**config.mk**
```make
export PLATFORM = sky130hd
export DESIGN_NAME = wb_rr_arbiter
export DESIGN_NICKNAME = d
export VERILOG_FILES = /design/src/rtl/wb_rr_arbiter.sv
export SDC_FILE = /design/constraint.sdc
export NUM_CORES = 1
export LEC_CHECK = 0
export BUFFER_PORTS_ARGS = -buffer_cell sky130_fd_sc_hd__buf_2
export CAP_MARGIN = 20
export CORE_AREA = 2 2 112 114
export DETAILED_ROUTE_END_ITERATION = 7
export DIE_AREA = 0 0 114 116
export PLACE_DENSITY_LB_ADDON = 0.05
export SLEW_MARGIN = 25
export SYNTH_ARGS = -nofsm -noshare
export SYNTH_HDL_FRONTEND = slang
export SYNTH_SLANG_ARGS = --single-unit
```
**constraint.sdc**
```tcl
create_clock -name clk -period 2.2 [get_ports clk]
set_clock_uncertainty 0.05 [all_clocks]
set_input_delay 0.33 -clock clk [delete_from_list [all_inputs] [get_ports clk]]
set_output_delay 0.33 -clock clk [all_outputs]
set_load 0.01 [all_outputs]
```
**src/rtl/wb_rr_arbiter.sv**
```systemverilog
// wb_rr_arbiter: round-robin Wishbone B3 classic arbiter, NM masters onto one slave, with hang watchdog
module wb_rr_arbiter #(
  parameter int NM  = 2,
  parameter int AW  = 32,
  parameter int DW  = 32,
  parameter int TMO = 255
) (
  input  logic             clk,
  input  logic             rst,
  input  logic [NM-1:0]    m_cyc_i,
  input  logic [NM-1:0]    m_stb_i,
  input  logic [NM-1:0]    m_we_i,
  input  logic [NM*DW/8-1:0] m_sel_i,
  input  logic [NM*AW-1:0] m_adr_i,
  input  logic [NM*DW-1:0] m_dat_i,
  output logic [DW-1:0]    m_dat_o,
  output logic [NM-1:0]    m_ack_o,
  output logic [NM-1:0]    m_err_o,
  output logic             s_cyc_o,
  output logic             s_stb_o,
  output logic             s_we_o,
  output logic [DW/8-1:0]  s_sel_o,
  output logic [AW-1:0]    s_adr_o,
  output logic [DW-1:0]    s_dat_o,
  input  logic [DW-1:0]    s_dat_i,
  input  logic             s_ack_i,
  input  logic             s_err_i,
  output logic [NM-1:0]    gnt_o
);
  localparam int SW = DW / 8;
  localparam int LW = $clog2(NM);
  localparam logic [1:0] IDLE = 2'd0;
  localparam logic [1:0] BUSY = 2'd1;
  localparam logic [1:0] TERR = 2'd2;
  localparam logic [15:0] TMO_W = 16'(TMO);

  logic [1:0]    state_q, state_d;
  logic [NM-1:0] gnt_q, gnt_d;
  logic [LW-1:0] last_q, last_d;
  logic [15:0]   wdog_q, wdog_d;
  logic [LW-1:0] idx, pick_idx;
  logic          busy, stall, g_cyc;

  assign busy    = state_q == BUSY;
  assign g_cyc   = |(m_cyc_i & gnt_q);
  assign stall   = s_stb_o && !s_ack_i && !s_err_i;
  assign gnt_o   = gnt_q;
  assign m_dat_o = s_dat_i;
  assign m_ack_o = busy ? gnt_q & {NM{s_ack_i}} : '0;
  assign m_err_o = ((busy && s_err_i) || state_q == TERR) ? gnt_q : '0;

  // first requester after the last winner; scanning backwards lets the nearest one overwrite
  always_comb begin
    idx = '0;
    pick_idx = last_q;
    for (int i = NM; i >= 1; i--) begin
      idx = LW'((int'(last_q) + i) % NM);
      if (m_cyc_i[idx]) pick_idx = idx;
    end
  end

  // slave side follows the granted master only while BUSY; idle and forced-error cycles drive zeros
  always_comb begin
    s_cyc_o = 1'b0;
    s_stb_o = 1'b0;
    s_we_o  = 1'b0;
    s_sel_o = '0;
    s_adr_o = '0;
    s_dat_o = '0;
    for (int k = 0; k < NM; k++) begin
      if (busy && gnt_q[k]) begin
        s_cyc_o = m_cyc_i[k];
        s_stb_o = m_stb_i[k];
        s_we_o  = m_we_i[k];
        s_sel_o = m_sel_i[k*SW +: SW];
        s_adr_o = m_adr_i[k*AW +: AW];
        s_dat_o = m_dat_i[k*DW +: DW];
      end
    end
  end

  // FSM: arbitrate in IDLE, hold grant for the whole cycle, bail out through TERR on a stalled slave
  always_comb begin
    state_d = state_q;
    gnt_d   = gnt_q;
    last_d  = last_q;
    wdog_d  = stall ? wdog_q + 16'd1 : '0;
    if (state_q == IDLE && |m_cyc_i) begin
      state_d = BUSY;
      gnt_d   = NM'(1) << pick_idx;
      last_d  = pick_idx;
    end else if (busy && !g_cyc) begin
      state_d = IDLE;
      gnt_d   = '0;
    end else if (busy && stall && wdog_q + 16'd1 == TMO_W) begin
      state_d = TERR;
    end else if (state_q == TERR) begin
      state_d = IDLE;
      gnt_d   = '0;
    end
  end

  // state registers; reset points last at NM-1 so master 0 wins first
  always_ff @(posedge clk) begin
    if (!rst) begin
      state_q <= IDLE;
      gnt_q   <= '0;
      last_q  <= LW'(NM - 1);
      wdog_q  <= '0;
    end else begin
      state_q <= state_d;
      gnt_q   <= gnt_d;
      last_q  <= last_d;
      wdog_q  <= wdog_d;
    end
  end
endmodule
```
After elaboration in Yosys (flattened, before gate mapping)
Index checks and enable logic that the tools add are counted.

Register bits after elaboration: 21. Logic and storage cells: 67.

Add/subtract/negate cells: 3. Magnitude comparators: 2. Eq/ne operators: 4. Shift operators: 1. Muxes and demuxes: 27. Bitwise logic cells: 3. Reduce and logical (&&, ||, !) cells: 22.

Operators with widths (count): $mux 32 (4); $add 16x1->16 const B (1); $eq 16x8->1 const B (1); $mux 1 (14); $mux 2 (7); $logic_and 1x1->1 (9); $mux 4 (2); $and 2x2->2 (2); $lt 1x2->1 const B (2); $reduce_and 2->1 (2); $reduce_bool 4->1 (1); $reduce_or 2->1 (2); $logic_not 1->1 (3); $ne 3x3->1 const B (1); $reduce_bool 3->1 (1); $reduce_or 3->1 (1); $add 1x1->1 const B (2); $eq 2x1->1 const B (1); $eq 2x2->1 const B (1); $logic_not 2->1 (1); $reduce_bool 2->1 (1); $shl 1x1->2 const A (1); $logic_or 1x1->1 (1); $not 1->1 (1).

Longest topological paths before layout
Depth in word-level cells: 11. Mapped depth: 7. Gate-level depth less buffers: 7.

Least setup slack after synthesis
No wires, ideal clock.

Path kind: flip-flop to output port. Start point: register state_q[0]. End point: output port s_adr_o[24]. Data arrival time: 1.647 ns. Data required time: 1.820 ns. Setup slack: 0.173 ns. Cell stages (with the launch flop): 7. Path through: dfxtp_1 nor2b_1 and2_1 clkbuf_1 buf_2 buf_1 a22o_1.

Longest elaborated chain between the ends: 4.

Ends and longest elaborated chain: start: declaration (line 37) `logic [1:0] state_q, state_d;`; start signal: assignment (line 111) `state_q <= state_d;`; $eq 2x1->1 * (line 44) `assign busy = state_q == BUSY;`; $logic_and 1x1->1 (line 71) `if (busy && gnt_q[k]) begin`; $mux 32 (line 71); $mux 32 * (line 71); end: declaration (line 23) `output logic [AW-1:0] s_adr_o,`.

Mark *: on every way between the ends. The rest lies on a longest branch, timed or not.

Worst setup path in the final report
Start point: register state_q[0]. End point: output port s_dat_o[5].

Longest elaborated chain between the ends: 4.

Ends and longest elaborated chain: $eq 2x1->1 * (line 44); $logic_and 1x1->1 (line 71); $mux 32 (line 71); $mux 32 * (line 71); end: declaration (line 24) `output logic [DW-1:0] s_dat_o,`.

Marked as above.

==> impl_metrics.yaml <==
cells_and_area:
  final_cell_mix: "buf_2, a22o_1, nor2_1"
  syn_to_final_growth_pct: 58.7
  fin_nets: 623
  drive_above_1_share_pct: 57.2
  fill_cells: 1352
  final_common_cell: "buf_2"
  diodes: 0
floorplan:
  core_area_sq_um: 11900
  num_rows: 40
  die_h_microns: 116
  die_area_sq_um: 13200
  initial_core_util_pct: 17.6
  die_w_microns: 114
  io_pins: 287
route:
  vias: 2716
  ant_nets: 0
  firstDrtPassIters: 4
  highest_layer: "met4"
  wl_per_cell_microns: 21.4
  route.met2.wl_microns: 5330
  wl_met1_microns: 5130
  drcViolationCount: 0
  wirelength_microns: 12600
  wl_met3_microns: 1900
  detail_route.vias_per_cell: 4.61
  first_iter_violations: 184
worst_setup_path:
  crit_type: "reg2out"
  timing.rr.start: "wdog_q[1]"
  start_kind: "flip-flop"
  cp_max_fo: 33
  cp-startpoint: "state_q[0]"
  worst-r2r-setup-slack_ps: 200
  worstReg2RegEnd: "state_q[1]"
  cp_data_arrival_time_ps: 1710
  rr_worst_depth: 7
  cp_data_required_time_ps: 1820
  worst_setup_path_end_kind: "output pin"
cts:
  clk_latency_ps: 260
  cts_htree_levels: 1
  cts_setup_buffers: 0
  clock_path_buffers: 2
  cts.sinks: 21
  path_clk_slew_ps: 60
  holdBufCountCts: 0
  cts_root_buf: "clkbuf_16"
  cts_made_buffers: 3
  cts_tree: "yes"
power:
  power_density_nw_per_um2: 345
  vdd_drop_max_uv: 197
  finalPower_mw: 1.15
  p_leak_nw: 1.78
grt:
  antenna_found_initial: 1
  grt_first_pass_wirelength_microns: 16300
  grt_pass1_vias: 2528
  grt_max_degree: 37
  grt_overflow: 0
  grt_usage_pct: 16.8
yosys:
  synth_ff_type: "dfxtp_1"
  synth_compound_area_share_pct: 34.6
  synth_edf_count: 0
  synth_xor_area_share_pct: 5.42
  syn_nets: 436
  synthSimpleGateAreaFrac_pct: 21.6
  async_reset_ff_share_pct: 0
  synth.avg_cell_area_sq_um: 8.21
  yosys.area_share.adder_pct: 1.19
  yosysSeqAreaShare_pct: 20.0
  yosysUniqueCellTypes: 44
  yosys_warnings: 0
  synthMuxAreaShare_pct: 2.20
  yosys_register_bits: 21
  syn_area_sq_um: 2100
  syn_inst: 256
  synth_top_family_by_area: "compound AO/OA/AOI/OAI gates"
worst_hold_path:
  min-delay-start: "rst"
  hold_depth: 2
  holdPathEnd: "last_q"
  min_path_type: "in2reg"
place:
  numPortBuffers: 222
  routabilityCongestion: 0.768
  pre_cts_slack_ps: 29.5
  hpwl_microns: 10700
timing:
  finalWorstPathRequiredPeriod_ps: 2090
  period_share_pct: 95.1
  finalHoldViolCount: 0
  slew_violations: 0
  worstMarginPinSlew_ps: 356
  fin_ws_ps: 107
  setup_viol: 0
  fmax_mhz: 478
  finalSetupTns_ps: 0
  rsz0062_at_grt: "false"
  slew_headroom_pct: 76.2
outcome:
  outcome: "complete, no violations"
run:
  maxCapViolCount: 0
-- power breakdown --
part | total, mW | internal (mW) | switching (mW)
sequential | 0.396 | 0.387 | 0.00846
combinational | 0.362 | 0.192 | 0.170
clock | 0.393 | 0.247 | 0.146
total | 1.15 | 0.826 | 0.325
-- what timing repair did --
action	in CTS	in global routing
pin swaps	0	0
cloned	1	0
setup endpoints to repair	65	52
resized for setup	6	5
-- sequential cells by signal (all words and copies together), names as in the netlist --
signal,cells
gnt_o,2
state_q,2
wdog_q,16
last_q,1
-- synth_stat cells (4+ instances only) --
| master | number | area share (%) |
|---|---|---|
| clkbuf_1 | 13 | 2.3 |
| nor2_1 | 26 | 4.6 |
| a22o_1 | 70 | 29 |
| and3_1 | 6 | 1.8 |
| dfxtp_1 | 21 | 20 |
| nand3_1 | 10 | 2.4 |
| nor2b_1 | 7 | 2.1 |
| xnor2_1 | 5 | 2.1 |
| buf_4 | 32 | 11 |
| nand2_1 | 7 | 1.3 |
| xor2_1 | 8 | 3.3 |
| and2_1 | 4 | 1.2 |
-- cells by family after synthesis --
| group | count (synthesis) |
|---|---|
| compound gates | 85 |
| xor+xnor | 13 |
| fa+ha+maj | 2 |
| buf+inv | 51 |
| flops | 21 |
| mux | 4 |
| simple gates | 80 |
-- routing by layer --
metal  track usage, %  vias up
met3             9.57       17
li1                 -     1315
met1             22.3     1243
met4             3.09        0
met2             23.8      141
met5                0        -
-- worst max-delay path, cell delays in order, from the launching register on --
cell     delay [ps]
dfxtp_2         390
nor2b_4         190
and2_2          210
buf_12          210
a22o_1          270
buf_2           170
-- worst max path at each step --
stage                       end  slack [ps]  cells past startpoint
detailed placement  s_dat_o[13]          30                      5
CTS                 s_dat_o[14]          20                      5
global placement    s_dat_o[13]          30                      5
global route         s_dat_o[7]          20                      5
floorplan           s_adr_o[24]         170                      6
finish               s_dat_o[5]         110                      5
-- final cells by class --
type	count	area, sq um	share of cell area, %
Clock buffer	4	78.8	2.36
Tap cell	147	184	5.51
Inverter	1	3.75	0.113
Timing Repair Buffer	232	1250	37.4
Multi-Input combinational cell	184	1400	41.9
Sequential cell	21	423	12.7
-- stage by stage --
step	hold slack (ps)	std cells	instance area [sq um]	utilization, %
3_3_place_gp	488	584	3180	26.7
2_1_floorplan	356	256	2100	-
5_1_grt	297	589	3340	28.0
4_1_cts	291	589	3320	27.9
3_5_place_dp	454	584	3180	26.7
6_report	283	589	3340	28.0
Power figures use the tool's default switching activity.
